[src/rtl/bit_capture_pkg.sv]
// Shared types for the bit capture register: capture modes and handshake states.
package bit_capture_pkg;

  typedef enum logic [1:0] {
    MODE_BIT   = 2'b00,
    MODE_ALL   = 2'b01,
    MODE_SHIFT = 2'b10,
    MODE_RSVD  = 2'b11
  } mode_t;

  typedef enum logic {
    COLLECT = 1'b0,
    HOLD    = 1'b1
  } state_t;

endpackage

[src/rtl/bit_capture_reg.sv]
// Assembles a word from per-bit, whole-word or serial captures, tracks written bits,
// and hands the completed word out on a valid/ready handshake.
module bit_capture_reg
  import bit_capture_pkg::*;
#(
  parameter int WIDTH = 8,
  parameter int SEL_W = $clog2(WIDTH)
) (
  input  logic             clk,
  input  logic             rst_n,
  input  logic [WIDTH-1:0] in,
  input  logic [SEL_W-1:0] sel,
  input  mode_t            mode,
  input  logic             load_valid,
  output logic             load_ready,
  input  logic             clear,
  output logic [WIDTH-1:0] out,
  output logic [WIDTH-1:0] captured,
  output logic             out_valid,
  input  logic             out_ready,
  output logic             err
);

  // One extra bit so the range check also works when WIDTH is a power of two.
  localparam logic [SEL_W:0] WIDTH_L = (SEL_W + 1)'(WIDTH);

  state_t           state_q, state_d;
  logic [WIDTH-1:0] out_q, out_d;
  logic [WIDTH-1:0] cap_q, cap_d;
  logic             err_q, err_d;
  logic             accept;
  logic             sel_ok;

  assign accept = load_valid && (state_q == COLLECT);
  assign sel_ok = ({1'b0, sel} < WIDTH_L);

  always_comb begin
    state_d = state_q;
    out_d   = out_q;
    cap_d   = cap_q;
    err_d   = 1'b0;

    if (clear) begin
      state_d = COLLECT;
      out_d   = '0;
      cap_d   = '0;
    end else begin
      case (state_q)
        COLLECT: begin
          if (accept) begin
            case (mode)
              MODE_BIT: begin
                if (sel_ok) begin
                  out_d[sel] = in[sel];
                  cap_d[sel] = 1'b1;
                end else begin
                  err_d = 1'b1;
                end
              end
              MODE_ALL: begin
                out_d = in;
                cap_d = '1;
              end
              MODE_SHIFT: begin
                out_d = {out_q[WIDTH-2:0], in[0]};
                cap_d = {cap_q[WIDTH-2:0], 1'b1};
              end
              default: err_d = 1'b1;
            endcase
            if (&cap_d) begin
              state_d = HOLD;
            end
          end
        end
        HOLD: begin
          // Data stays visible after handoff; only the mask restarts.
          if (out_ready) begin
            state_d = COLLECT;
            cap_d   = '0;
          end
        end
        default: state_d = COLLECT;
      endcase
    end
  end

  always_ff @(posedge clk or negedge rst_n) begin
    if (!rst_n) begin
      state_q <= COLLECT;
      out_q   <= '0;
      cap_q   <= '0;
      err_q   <= 1'b0;
    end else begin
      state_q <= state_d;
      out_q   <= out_d;
      cap_q   <= cap_d;
      err_q   <= err_d;
    end
  end

  assign load_ready = (state_q == COLLECT);
  assign out_valid  = (state_q == HOLD);
  assign out        = out_q;
  assign captured   = cap_q;
  assign err        = err_q;

endmodule

[config.mk]
export PLATFORM = sky130hd
export DESIGN_NAME = bit_capture_reg
export DESIGN_NICKNAME = d
export VERILOG_FILES = /design/src/rtl/bit_capture_pkg.sv /design/src/rtl/bit_capture_reg.sv
export SDC_FILE = /design/constraint.sdc
export NUM_CORES = 1
export LEC_CHECK = 0
export ABC_AREA = 1
export BUFFER_PORTS_ARGS = -buffer_cell sky130_fd_sc_hd__buf_4
export CAP_MARGIN = 10
export CORE_UTILIZATION = 52
export DETAILED_ROUTE_END_ITERATION = 16
export GPL_TIMING_DRIVEN = 0
export HOLD_SLACK_MARGIN = 0.03
export PLACE_DENSITY = 0.75
export SLEW_MARGIN = 0
export SYNTH_ARGS = -nofsm -noshare
export SYNTH_HDL_FRONTEND = slang
export SYNTH_SLANG_ARGS = --single-unit
[constraint.sdc]
create_clock -name clk -period 1.3 [get_ports clk]
set_input_delay 0.065 -clock clk [delete_from_list [all_inputs] [get_ports clk]]
set_output_delay 0.065 -clock clk [all_outputs]
set_load 0.1 [all_outputs]
## Word-level counts from Yosys, hierarchy flattened

Cells that the tools add are included.

- Order comparisons: 2
- Equal/unequal tests: 5
- Muxes and demuxes: 26
- Bitwise logic cells: 2
- Reductions and logical operators: 9

Operator list:

| cell | count |
|---|---|
| $mux 8 | 9 |
| $pmux 8 s3 | 2 |
| $pmux 8 s2 | 1 |
| $mux 1 | 10 |
| $bwmux 8 | 1 |
| $or 8x8->8 | 1 |
| $reduce_and 8->1 | 1 |
| $lt 3x4->1 const B | 1 |
| $reduce_bool 4->1 | 1 |
| $bmux 1 s3 | 1 |
| $demux 1 s3 | 1 |
| $ge 3x1->1 const B | 1 |
| $ne 3x1->1 const B | 1 |
| $ne 3x3->1 const B | 1 |
| $reduce_and 3->1 | 1 |
| $reduce_or 3->1 | 1 |
| $eq 2x1->1 const B | 1 |
| $eq 2x2->1 const B | 1 |
| $logic_and 1x1->1 | 2 |
| $logic_not 2->1 | 1 |
| $ne 2x2->1 const B | 1 |
| $pmux 1 s2 | 1 |
| $reduce_and 2->1 | 1 |
| $reduce_bool 2->1 | 1 |
| $not 1->1 | 1 |

- Bits in registers: 18
- Bits of input ports: 18
- Output and inout port bits: 19
- Word-level logic and storage cells: 48

## Longest topological paths before layout

- Word-level depth: 14
- Gate-level depth with buffers: 11
- Mapped depth without buffers: 10

## Worst setup path before layout

OpenSTA, ideal clock, no wires.

- Path type: reg-to-reg
- From: reg state_q (netlist: out_valid)
- To: reg out_q[0] (netlist: out[0])
- Library setup time: 131 ps
- Data arrival time: 2,106 ps
- Required time: 1,169 ps
- Setup slack: -938 ps
- Stages on the path, launching flop included: 8
- Path buffers: 0
- Period minus slack after synthesis: 2,238 ps
- Path through: dfrtp_1 > inv_2 > nand2_1 > nand2_1 > nand2_4 > a21oi_1 > o2111ai_1 > o21ai_0

- Cells in the longest elaborated chain, start to end: 4
- Elaborated cells between the ends (all ways): 5
- Those cells by class: 1 x eq/ne; 1 x bitwise; 3 x reduce/logical

RTL lines:

| what | line | text |
|---|---|---|
| from (decl) | bit_capture_reg.sv:27 | `state_t state_q, state_d;` |
| from (signal assigned) | bit_capture_reg.sv:94 | `state_q <= state_d;` |
| $not 1->1 | -- |  |
| via load_ready | bit_capture_reg.sv:15 | `output logic load_ready,` |
| $logic_and 1x1->1 | bit_capture_reg.sv:34 | `assign accept = load_valid && (state_q == COLLECT);` |
| $reduce_bool 2->1 (no source line) | -- |  |
| $reduce_and 3->1 (no source line) | -- |  |
| to (signal assigned) | bit_capture_reg.sv:95 | `out_q <= out_d;` |
| to (decl) | bit_capture_reg.sv:28 | `logic [WIDTH-1:0] out_q, out_d;` |

The timed path passes the listed nets, and every way through them passes these cells.
A chain may end at the register's enable or synchronous reset.

## Worst setup path after layout

- From: reg state_q (netlist: out_valid)
- To: reg out_q[2] (netlist: out[2])

- Cells in the longest elaborated chain, start to end: 4
- Elaborated cells between the ends (all ways): 5
- Those cells by class: 1 x eq/ne; 1 x bitwise; 3 x reduce/logical

RTL lines:

| what | line |
|---|---|
| $not 1->1 | -- |
| $logic_and 1x1->1 | bit_capture_reg.sv:34 |
| $reduce_bool 2->1 (no source line) | -- |
| $reduce_and 3->1 (no source line) (*) | -- |

Every way passes the cells marked *; elsewhere a longest branch is shown, timed or not.

==> summary.txt <==
Final min period - 1.322 ns
Worst path arrival time - 1.56 ns
Post-Synth XOR/XNOR Area - 0%
Die area - 2856 µm²
Clock Skews - 0.003174 ns
Multiplexer share of the synthesized area - 0%
Worst-path cell chain - inv_12, nand2_8, nand2_2, nand2_4, a21oi_2, o2111ai_1, o21ai_0
Maximum number of pins on one net before global-route repair - 19
Drt wl/cell - 14.44 µm
DIE WIDTH - 53.45 µm
Worst-Skew Late Latency - 0.31 ns
Area of all placed cells without fillers - 1902 µm²
Clock tree buffer depth - 2
Initial DRC count - 27
Chip height - 53.45 µm
Crit path capture - out[2]
DP Cell Count - 265
Clock root buffer master - clkbuf_4
Crit path launch - out_valid
Synth Cell Area - 1376 µm²
Grt ovf - 0
Slew Limit Headroom - 57.97%
Max VDD drop - 0.0009573 V
Post-synth top area share - 32.73%
CP delay by family, top - flip-flops
Endpoints failing hold - 0
Crit path capture type - register
Synth-to-layout area growth - 38.18%
Startpoint class of the critical path - register
Finished Layout Cells - 277
Synth cell types - 21
Layout filler cell count - 191
Mapped Cells - 199
Post-synth ARST share - 100.0%
Unrepaired setup endpoints after global routing - true
Hold_sp - clear
RR Startpoint - out_valid
Leakage - 0.9199 nW
Hold WC Path Type - input pin to register
Initial core utilization - 55.06%
FF-to-FF End - out[2]
F_max - 0.7565 GHz
H-tree levels - 1
Number of diodes - 0
Layout cell share with drive strength beyond 1 - 35.22%
Area post-placement - 1722 µm²
Final setup vio count - 3
Avg Inst Size Synth - 6.916 µm²
Total CTS buffers - 3
Crit path kind - register to register
Synth Net Count - 221
Core Rows - 18
Predominant post-synthesis flop cell - dfrtp_1
Nets - 270
CTS sink cnt - 18
Global-route wire length before repair - 6099 µm
Post-detail-place hpwl - 2740 µm
Vias in the first global route - 1432
Max-slew violation count - 0
Commonest cells in the synthesized netlist - nand2_1, o21ai_0, inv_1, dfrtp_1, nor2_1
Synth Area in Simple Gates - 23.00%
GRT Total Usage - 30.25%
Failing checks - negative setup slack
TritonCTS clock tree - built
CP Buf/Inv Count - 1
Worst-path clk slew - 0.11 ns
Post-synth EDFFs - 0
Least-Margin Pin Slew - 0.6297 ns
Vias per inst - 5.458
Synth Register Bits - 18
YS warnings - 0
Sequential fraction of the synthesis area - 32.73%
Drt drc - 0
Reg2Reg Depth - 7
Area leader, netlist - dfrtp_1
Main combinational cell family by area after synthesis - compound AO/OA/AOI/OAI gates
Crit-path max FO - 8
Placer congestion estimate - 0.8655
Count of buffers from port buffering - 36
Most common cell in the netlist - nand2_1
Post-Synth Adder-Cell Area - 3.636%
Crit-path slowest cell - dfrtp_4
CP required - 1.54 ns
Cell area power density - 1028 nW/µm²
Core Box Area - 2500 µm²
Final worst slack - -0.02182 ns
Setup slack, reg-to-reg - -0.02 ns
Routed Antenna Nets - 0
DRT Pass-1 Iters - 4
Peak per-stage delay on the critical path - 0.54 ns
Status - finished, violations left
Post-Place Setup Slack - -0.2153 ns
CP Depth - 7
Synth area leaders - dfrtp_1, o21ai_0, nand2_1
Vias - 1512
Synth Area in Compound Gates - 26.73%
Antenna violations before repair - 0
Max_cap viols - 0
Hold path cells - 4
Detailed Route WL - 3999 µm
Final Cycle Share - 101.7%
IO Count - 37
[sequential cells by signal, summed over array words and instances, names as in the netlist]
name / count
captured: 8
err: 1
out: 8
out_valid: 1
[power by group]
group	internal (mW)	total [mW]	switching, mW
clock	0.171	0.371	0.200
combinational	0.244	0.938	0.694
sequential	0.614	0.646	0.0320
[per-layer routing]
metal,vias to the layer above,GRT usage (%),routed length (µm)
met2,58,51.04,2000
li1,745,-,-
met3,9,3.161,244
met5,-,0,0
met4,0,17.11,85
met1,700,36.70,1669
[how the worst min path moves through the flow]
stage | to | slack, ns
3_3_place_gp | out[4] | -0.05
4_1_cts | captured[7] | 0.07
2_1_floorplan | captured[0] | -0.23
5_1_grt | captured[7] | 0.09
6_report | captured[7] | 0.08
3_5_place_dp | out[4] | -0.04
[cells in the final DEF (no fill, tap or decap), types with 2 or more instances in the layout]
| cell type | synthesis | layout |
|---|---|---|
| nand2_1 | 43 | 41 |
| clkbuf_4 | 0 | 3 |
| nor2_1 | 12 | 11 |
| buf_4 | 1 | 40 |
| nand3_2 | 2 | 2 |
| dfrtp_1 | 18 | 9 |
| a21oi_4 | 0 | 2 |
| dfrtp_2 | 0 | 8 |
| o21ai_0 | 36 | 29 |
| inv_2 | 4 | 3 |
| nor2_4 | 3 | 3 |
| o21ai_1 | 1 | 7 |
| buf_6 | 3 | 4 |
| inv_1 | 35 | 35 |
| a21oi_2 | 5 | 12 |
| ha_1 | 4 | 4 |
| dlygate4sd3_1 | 0 | 4 |
| nand3_1 | 8 | 8 |
| o2111ai_1 | 8 | 7 |
| a21oi_1 | 11 | 2 |
[metrics by stage]
step / hold slack [ns] / power, mW / TNS [ns] / util [%]
floorplan: -0.2306 / 1.298 / -2.451 / -
global placement: -0.05358 / 1.513 / -1.317 / 68.87
detailed placement: -0.04136 / 1.526 / -1.528 / 68.87
CTS: 0.06786 / 1.909 / 0 / 72.77
global route: 0.08769 / 2.046 / -0.4932 / 76.08
finish: 0.07811 / 1.955 / -0.03810 / 76.08
[area by class of cell]
cell class                      count  area (µm²)  share of cell area [%]
Clock buffer                        4       36.28                   1.908
Tap cell                           30       37.54                   1.974
Timing Repair Buffer               44       344.1                   18.09
Inverter                           39       158.9                   8.355
Multi-Input combinational cell    137       814.5                   42.83
Sequential cell                    18       464.2                   24.41
Buffer                              5       46.29                   2.434
[kinds of logic (layout without fill, tap and decap cells)]
group                      Yosys count  count (layout)
adders and majority gates            4               4
DFF                                 18              18
and+or+nand+nor                     70              70
buffers and inverters               44              92
AOI/OAI and AO/OA                   63              63
[worst register-to-register path: stages, from the launching register on]
cell and delay [ns]:
dfrtp_4 0.54, inv_12 0.08, nand2_8 0.06, nand2_2 0.09
nand2_4 0.12, a21oi_2 0.15, o2111ai_1 0.13, o21ai_0 0.10
[repair_timing]
| action | in CTS | in global routing |
|---|---|---|
| setup buffers | 2 | 2 |
| hold buffers | 4 | 0 |
| resized for setup | 2 | 23 |
| endpoints found under the hold margin | 20 | 0 |
| pin swaps | 1 | 1 |
| endpoints found under the setup margin | 10 | 12 |
Note: power is estimated with default switching activity, not from simulation.
